--- config.mk ---
export PLATFORM = sky130hd
export DESIGN_NAME = psram_cr_sequencer
export DESIGN_NICKNAME = d
export VERILOG_FILES = /design/src/rtl/psram_cr_sequencer.sv
export SDC_FILE = /design/constraint.sdc
export NUM_CORES = 1
export LEC_CHECK = 0
export ABC_AREA = 1
export ABC_CLOCK_PERIOD_IN_PS = 3750
export BUFFER_PORTS_ARGS = -buffer_cell sky130_fd_sc_hd__clkbuf_2
export CAP_MARGIN = 20
export CORE_MARGIN = 2
export CORE_UTILIZATION = 37
export CTS_CLUSTER_DIAMETER = 150
export DETAILED_ROUTE_END_ITERATION = 8
export GPL_TIMING_DRIVEN = 1
export SLEW_MARGIN = 25
export SYNTH_ARGS = -nofsm -noshare
export SYNTH_HDL_FRONTEND = slang
export SYNTH_SLANG_ARGS = --single-unit
--- constraint.sdc ---
create_clock -name HCLK -period 3.75 [get_ports HCLK]
set_clock_uncertainty 0.05 [all_clocks]
set_input_delay 0 -clock HCLK [delete_from_list [all_inputs] [get_ports HCLK]]
set_output_delay 0 -clock HCLK [all_outputs]
set_load 0.005 [all_outputs]
--- src/rtl/psram_cr_sequencer.sv ---
// rtl/psram_cr_sequencer.sv - PSRAM configuration-register access sequencer (optional CR_READBACK_EN)
module psram_cr_sequencer #(
    parameter int ADDR_W = 23,
    parameter int T_ACC  = 6,
    parameter int T_REC  = 2
) (
    input  logic              HCLK,
    input  logic              HRESET,
    input  logic              dt_req,
    output logic              dt_ack,
    input  logic              dt_rw,
    input  logic [15:0]       data_to_cr,
    output logic [15:0]       data_from_cr,
    input  logic [31:0]       max_addr,
    input  logic [31:0]       reg_addr,
    output logic              cr_bus_req,
    input  logic              cr_bus_gnt,
    output logic [ADDR_W-1:0] mem_addr,
    output logic [15:0]       mem_dq_o,
    input  logic [15:0]       mem_dq_i,
    output logic              mem_dq_oe,
    output logic              mem_ce_n,
    output logic              mem_oe_n,
    output logic              mem_we_n,
    output logic              mem_ub_n,
    output logic              mem_lb_n
);

    typedef enum logic [2:0] {
        S_IDLE, S_GNT_WAIT, S_SETUP, S_ACTIVE, S_RECOVER, S_ACK
    } state_t;

    localparam logic [7:0] ACC_LAST = 8'(T_ACC - 1);
    localparam logic [7:0] REC_LAST = 8'(T_REC - 1);

    state_t            state, state_nx;
    logic [7:0]        cnt, cnt_nx;
    logic [1:0]        idx, idx_nx;
    logic              pass, pass_nx;
    logic [ADDR_W-1:0] addr_l;
    logic [1:0]        sel_l;
    logic              rw_l;
    logic [15:0]       data_l;
    logic              rb_pending;
    logic              wr_cur, wr_nx;
    logic [15:0]       wdata_nx;

    logic              ack_d, req_d, ce_d, oe_d, we_d, bs_d, dq_oe_d;
    logic [ADDR_W-1:0] addr_d;
    logic [15:0]       dq_o_d, from_d;

    // Address bits above the PSRAM width and the register-select upper bits have no function
    logic unused_bits;
    assign unused_bits = ^{max_addr[31:ADDR_W], reg_addr[31:2]};

`ifdef CR_READBACK_EN
    assign rb_pending = rw_l & ~pass;
`else
    assign rb_pending = 1'b0;
`endif

    // Access idx 2 always writes the register select; idx 3 writes only on the first pass of a write op
    assign wr_cur   = (idx == 2'd2) || (idx == 2'd3 && rw_l && !pass);
    assign wr_nx    = (idx_nx == 2'd2) || (idx_nx == 2'd3 && rw_l && !pass_nx);
    assign wdata_nx = (idx_nx == 2'd2) ? {14'b0, sel_l} : data_l;

    // State register, request latches and registered outputs
    always_ff @(posedge HCLK) begin
        if (HRESET) begin
            state        <= S_IDLE;
            cnt          <= '0;
            idx          <= '0;
            pass         <= 1'b0;
            addr_l       <= '0;
            sel_l        <= '0;
            rw_l         <= 1'b0;
            data_l       <= '0;
            dt_ack       <= 1'b0;
            cr_bus_req   <= 1'b0;
            data_from_cr <= '0;
            mem_addr     <= '0;
            mem_dq_o     <= '0;
            mem_dq_oe    <= 1'b0;
            mem_ce_n     <= 1'b1;
            mem_oe_n     <= 1'b1;
            mem_we_n     <= 1'b1;
            mem_ub_n     <= 1'b1;
            mem_lb_n     <= 1'b1;
        end else begin
            state <= state_nx;
            cnt   <= cnt_nx;
            idx   <= idx_nx;
            pass  <= pass_nx;
            if (state == S_IDLE && state_nx == S_GNT_WAIT) begin
                addr_l <= max_addr[ADDR_W-1:0];
                sel_l  <= reg_addr[1:0];
                rw_l   <= dt_rw;
                data_l <= data_to_cr;
            end
            dt_ack       <= ack_d;
            cr_bus_req   <= req_d;
            data_from_cr <= from_d;
            mem_addr     <= addr_d;
            mem_dq_o     <= dq_o_d;
            mem_dq_oe    <= dq_oe_d;
            mem_ce_n     <= ce_d;
            mem_oe_n     <= oe_d;
            mem_we_n     <= we_d;
            mem_ub_n     <= bs_d;
            mem_lb_n     <= bs_d;
        end
    end

    // Next state plus access index, pass and phase counter
    always_comb begin
        state_nx = state;
        cnt_nx   = cnt;
        idx_nx   = idx;
        pass_nx  = pass;
        case (state)
            S_IDLE: begin
                if (dt_req && !dt_ack) begin
                    state_nx = S_GNT_WAIT;
                    idx_nx   = 2'd0;
                    pass_nx  = 1'b0;
                end
            end
            S_GNT_WAIT: if (cr_bus_gnt) state_nx = S_SETUP;
            S_SETUP: begin
                state_nx = S_ACTIVE;
                cnt_nx   = '0;
            end
            S_ACTIVE: begin
                if (cnt == ACC_LAST) begin
                    state_nx = S_RECOVER;
                    cnt_nx   = '0;
                end else begin
                    cnt_nx = cnt + 8'd1;
                end
            end
            S_RECOVER: begin
                if (cnt == REC_LAST) begin
                    if (idx != 2'd3) begin
                        state_nx = S_SETUP;
                        idx_nx   = idx + 2'd1;
                    end else if (rb_pending) begin
                        state_nx = S_SETUP;
                        idx_nx   = 2'd0;
                        pass_nx  = 1'b1;
                    end else begin
                        state_nx = S_ACK;
                    end
                end else begin
                    cnt_nx = cnt + 8'd1;
                end
            end
            S_ACK:   state_nx = S_IDLE;
            default: state_nx = S_IDLE;
        endcase
    end

    // Output values for the coming cycle, derived from the next state
    always_comb begin
        ack_d   = 1'b0;
        req_d   = 1'b0;
        ce_d    = 1'b1;
        oe_d    = 1'b1;
        we_d    = 1'b1;
        bs_d    = 1'b1;
        dq_oe_d = 1'b0;
        addr_d  = mem_addr;
        dq_o_d  = mem_dq_o;
        from_d  = data_from_cr;
        case (state_nx)
            S_GNT_WAIT, S_RECOVER: req_d = 1'b1;
            S_SETUP: begin
                req_d   = 1'b1;
                ce_d    = 1'b0;
                bs_d    = 1'b0;
                addr_d  = addr_l;
                dq_oe_d = wr_nx;
                if (wr_nx) dq_o_d = wdata_nx;
            end
            S_ACTIVE: begin
                req_d   = 1'b1;
                ce_d    = 1'b0;
                bs_d    = 1'b0;
                oe_d    = wr_nx;
                we_d    = ~wr_nx;
                dq_oe_d = wr_nx;
            end
            S_ACK:   ack_d = 1'b1;
            default: ack_d = 1'b0;
        endcase
        if (state == S_ACTIVE && cnt == ACC_LAST && idx == 2'd3 && !wr_cur)
            from_d = mem_dq_i;
`ifndef CR_READBACK_EN
        if (state_nx == S_ACK && rw_l)
            from_d = data_l;
`endif
    end

endmodule
# Word-level counts from Yosys, hierarchy flattened
# Cells that the tools add are included.
# word_totals
reg_bits	117
in_bits	101
out_inout_bits	63
# classes
n_addsub	2
eq_ne	17
n_mux	21
bitwise_logic	3
n_reduce_logical	25
# op_table
op	count
2-to-1 mux 16 bit	3
one-hot mux 8 bit (3 select lines)	1
2-to-1 mux 8 bit	2
2-to-1 mux 3 bit	5
one-hot mux 3 bit (5 select lines)	1
== test 3 x 2 -> 1 bit, second input constant	4
logical AND 1 bit	10
== test 3 bit, second input constant	3
adder 8 x 1 -> 8 bit, second input constant	1
== test 2 bit, second input constant	4
== test 8 x 1 -> 1 bit, second input constant	1
== test 8 x 3 -> 1 bit, second input constant	1
== test 3 x 1 -> 1 bit, second input constant	2
2-to-1 mux 2 bit	3
OR reduction 2 bit	3
2-to-1 mux 1 bit	5
logical NOT 1 bit	4
!= test 2 bit, second input constant	2
one-hot mux 2 bit (2 select lines)	1
AND reduction 2 bit	2
OR reduction 4 bit	1
logical NOT 3 bit	1
NOT 1 bit	3
nonzero test 3 bit	1
3 further kinds	4

# Logic depth before layout (Yosys ltp)
# depth
word_depth	9
ltp_mapped	14

# Worst setup path before layout
# No wires, ideal clock.
# synth_path
path_type	register to register
from	reg cnt[0]
to	reg mem_dq_o[11]
t_arrival_ns	1.604
slack_ns	1.969
path_stages_with_launch	12
n_path_buf	1
cell_sequence	dfxtp_1 ha_1 nand3_1 nor2_4 nor2_2 nor2_2 nand2_2 nor2_4 buf_2 nand3_1 nand2_1 nor2_1
# synth_between
elab_chain_len	8
word_cells_on_any_way	15
classes_between	eq/ne: 5; mux: 6; reduce/logical: 4
# synth_rtl
item	line_no	rtl
start, declared	37	logic [7:0] cnt, cnt_nx;
start signal, assigned	91	cnt <= cnt_nx;
== test 8 x 1 -> 1 bit	142	if (cnt == REC_LAST) begin
2-to-1 mux 2 bit	142	
one-hot mux 2 bit (2 select lines)	120	case (state)
== test 2 bit	64	assign wr_nx = (idx_nx == 2'd2) || (idx_nx == 2'd3 && rw_l && !pass_nx);
logical AND 1 bit (2 in a row)	64	
logical OR 1 bit	64	
AND reduction 2 bit (no line)	-	
end signal, assigned	104	mem_dq_o <= dq_o_d;
end, declared	19	output logic [15:0] mem_dq_o,
# Parallel ways exist; a longest one is shown, timed or not.
# A chain may end at the register's enable or synchronous reset.

# Worst setup path in the final report
# layout_path
from	reg cnt[0]
to	reg mem_dq_o[8]
# Same word-level chain as after synthesis.

==> reports/metrics.sh <==
SYNTH_CELLS=641
ROUTE.MET2.WL_MM=6.14
SYN_AREA_PER_CELL_UM2=7.36
NUMCLOCKSINKS=117
TIMING.SETUP.TNS_NS=0
GRT_SETUP_UNREPAIRED='false'
MET3_WIRELENGTH_UM=677
POSTSYNTHNETCOUNT=744
MAX_SLEW.WORST_PIN.SLEW_NS=0.739
SYNTHMOSTINSTANTIATEDCELL='sky130_fd_sc_hd__nor2_1'
INTPOWER_mW=2.47
TIMING.REG2REG.WORST_PATH_DEPTH=11
YOSYS_WARNINGS=0
GR-USAGE-ALL-LAYERS_PCT=19.2
GRT_FIRST_PASS_WIRELENGTH_MM=20.4
CLOCK_POWER_SHARE_PCT=46.6
FINAL_HOLD_VIOL_COUNT=0
VIAS=4660
MAPPEDNETLISTAREA_UM2=4720
POST_CTS.REPAIR.SETUP_BUFFERS=0
SYNTHTOPCELLSBYAREA='sky130_fd_sc_hd__dfxtp_1 50%, sky130_fd_sc_hd__nor2_1 12%, sky130_fd_sc_hd__o21ai_0 12%, sky130_fd_sc_hd__a21oi_1 5.0%, sky130_fd_sc_hd__inv_1 4.4%'
SETUP_VIOL=0
TRITONCTS_CLOCK_TREE='yes'
PIN_COUNT=164
CTS_INSERTED_BUFFERS=17
MIN_CYCLE_TIME_LAYOUT_NS=2.78
POSTSYNTH.ASYNCRESETSHARE_PCT=0
TOTAL_POWER_mW=3.24
ARRIVAL_NS=3.07
AVGROUTEDWIREPERCELL_UM=13.0
GRT_MAX_DEGREE=57
CTS.REPORTEDPATHS.CLKPINSLEW_NS=0.05
LAYOUT.CELL_AREA.NON_FILLER_UM2=6550
HPWLAFTERDP_MM=8.28
CLOCK_LATENCY_OF_THE_LATER_CLOCKED_REGISTER_IN_THE_WORST_SKEW_PAIR_NS=0.41
TIMING.FINAL.CRIT_SHARE_PCT=74.0
GRT_OVERFLOW_TOTAL=0
HOLD_PATH_CLASS='in -> reg'
NETS=910
NUMBER_OF_ITERATIONS_IN_THE_FIRST_DETAILED_ROUTING_PASS=5
HIGHEST_ATTAINABLE_CLOCK_FREQUENCY_MHz=360
INITIAL_ANTENNA_VIOLATION_COUNT=0
SYNTH.DISTINCT_CELLS=33
OUTCOME='completed'
STARTPOINT_TYPE='flop'
LAYOUT_CELLS_SIZED_ABOVE_1_PCT=21.9
PATH_MAX_FANOUT=18
SYN2LAYOUT_AREA_GROWTH_PCT=38.8
ANTENNA_LEFT=0
CELLPOWERDENSITY_nW_PER_UM2=494
GRT_PASS1_VIAS=4388
CTS-ROOT-TO-SINK-BUFFERS=2
POSTROUTEWIRELENGTH_MM=12.9
MAXSLEWVIOLCOUNT=0
HOLD_DEPTH=5
MAX_SLEW_MARGIN_PCT=50.8
POST_SYNTH_MOST_FREQUENT_CELLS='153 x sky130_fd_sc_hd__nor2_1, 117 x sky130_fd_sc_hd__dfxtp_1, 109 x sky130_fd_sc_hd__o21ai_0'
CRITPATHCAPTURETYPE='flop'
FLOORPLAN.ROWS=41
MAXUSEDROUTINGLAYER='met4'
INITIAL_UTILIZATION_PCT=37.7
DIE_W_UM=117
PORTBUFS=124
SYNTH_EDF_COUNT=0
POST_DRT_VIA_CELL_RATIO=4.71
FP.DIEAREA_UM2=13700
LEAKAGEPOWER_nW=3.01
REGISTER_SHARE_OF_TOTAL_POWER_PCT=42.6
SWITCHING_SHARE_PCT=23.8
WORST_R2R_STARTPOINT='cnt[0]'
SETUP.WORST_PATH.START='cnt[0]'
NETLIST.TOP_CELL.BY_AREA='sky130_fd_sc_hd__dfxtp_1'
HOLD_PATH_STARTPOINT='cr_bus_gnt'
CATEGORY_OF_THE_CRITICAL_SETUP_TIMING_PATH='reg -> reg'
MET1_LENGTH_MM=5.81
YOSYSTOPAREACELLSHARE_PCT=49.7
TIMING.MAX_CAP.VIOLATIONS=0
ROUTABILITYCONGESTION=0.843
INITIALDRTVIOLATIONCOUNT=303
DETAILED_PLACE.AREA_UM2=5410
CTS_MAX_LEVEL=4
YS.FLOP_TYPE='sky130_fd_sc_hd__dfxtp_1'
CRIT_REQUIRED_NS=4.04
YOSYSSEQAREASHARE_PCT=49.7
SYNTH_SEQ_CELLS=117
CORE_UM2=12500
ANTENNA_DIODES=0
CTS_ROOT_BUFFER='sky130_fd_sc_hd__clkbuf_16'
WORST_IR_DROP_VDD_uV=278
COMB_POWER_SHARE_PCT=10.8
REMAINING_DRC_ERRORS=0
VERTICAL_EXTENT_OF_THE_DIE_UM=117
TOTAL_SWITCHING_POWER_mW=0.770
TIMING.HOLD.WS_NS=0.0322
[per-stage QoR]
stage / cells / util [%] / setup WS (ns)
floorplan: 641 / - / 1.97
global placement: 902 / 43.2 / 1.04
detailed placement: 902 / 43.2 / 0.993
CTS: 990 / 52.3 / 0.956
global route: 990 / 52.3 / 0.657
finish: 990 / 52.3 / 0.974
[routing by layer]
metal  track usage [%]  up-vias
met4              8.08        0
li1                  -     2395
met3              5.30       21
met1              23.4     2125
met2              32.1      119
met5                 0        -
[registers in the layout, indices dropped and copies added, names as in the netlist]
register / count
mem_we_n: 1
pass: 1
data_l: 16
addr_l: 23
rw_l: 1
mem_dq_o: 16
dt_ack: 1
cnt: 8
mem_addr: 23
cr_bus_req: 1
data_from_cr: 16
sel_l: 2
mem_dq_oe: 1
mem_oe_n: 1
mem_lb_n: 1
state: 3
idx: 2
[what timing repair did]
item,in CTS,in global routing
hold endpoints to repair,58,0
gates resized for setup,0,0
setup endpoints to repair,0,0
hold buffers,58,0
[path summary, 6_finish.rpt]
check	endpoint	slack [ns]
max	mem_dq_o[8]	0.97
min	cr_bus_req	0.03
min reg2reg	pass	0.39
max reg2reg	mem_dq_o[8]	0.97
[critical path, stage by stage (launching register included)]
cell and delay, ns:
sky130_fd_sc_hd__dfxtp_1 0.39, sky130_fd_sc_hd__ha_1 0.22, sky130_fd_sc_hd__nand2_1 0.12, sky130_fd_sc_hd__nor2_4 0.19, sky130_fd_sc_hd__nand2_2 0.07, sky130_fd_sc_hd__a21oi_2 0.49, sky130_fd_sc_hd__nand2_1 0.41, sky130_fd_sc_hd__nand2_4 0.24
sky130_fd_sc_hd__nand2_4 0.16, sky130_fd_sc_hd__inv_2 0.20, sky130_fd_sc_hd__nor2_1 0.06, sky130_fd_sc_hd__nor2_1 0.10
[layout make-up]
cell class	count	area [um^2]
repair buffers	187	1240
flip-flops and latches	117	2340
clock inverters	4	45.0
clock buffers	26	509
multi-input cells	425	1980
well taps	172	215
inverters	59	221
fillers	1269	5970
[cell families after synthesis]
family                     after synthesis  synth area share, %
AOI/OAI and AO/OA                      166                 18.0
and+or+nand+nor                        256                 23.1
xor gates and xnor gates                 1                0.186
adders and majority gates                2                0.530
buffers and inverters                   99                 8.54
DFF                                    117                 49.7
[power groups by stage]
stage	Sequential, mW	Clock [mW]	Combinational, mW
after floorplan	1.39	0	0.191
after global placement	1.40	0	0.297
after detailed placement	1.40	0	0.301
after CTS	1.38	1.53	0.351
after global routing	1.39	1.59	0.396
final	1.38	1.51	0.349
[layout by cell type, fill, tap and decap left out, drive strengths merged]
cell type    instances
dlygate4sd3         58
clkbuf             150
a21oi               48
inv                 59
o21ai              113
and3                 1
nor3b                1
ha                   2
nor2               161
xor2                 1
o22ai                1
nand3               32
o21bai               1
nand2               54
a31oi                2
buf                  5
dfxtp              117
bufinv               1
nor3                 2
clkinv               3
nand3b               1
a211oi               1
nand4                4
Note: power is estimated with default switching activity, not from simulation.
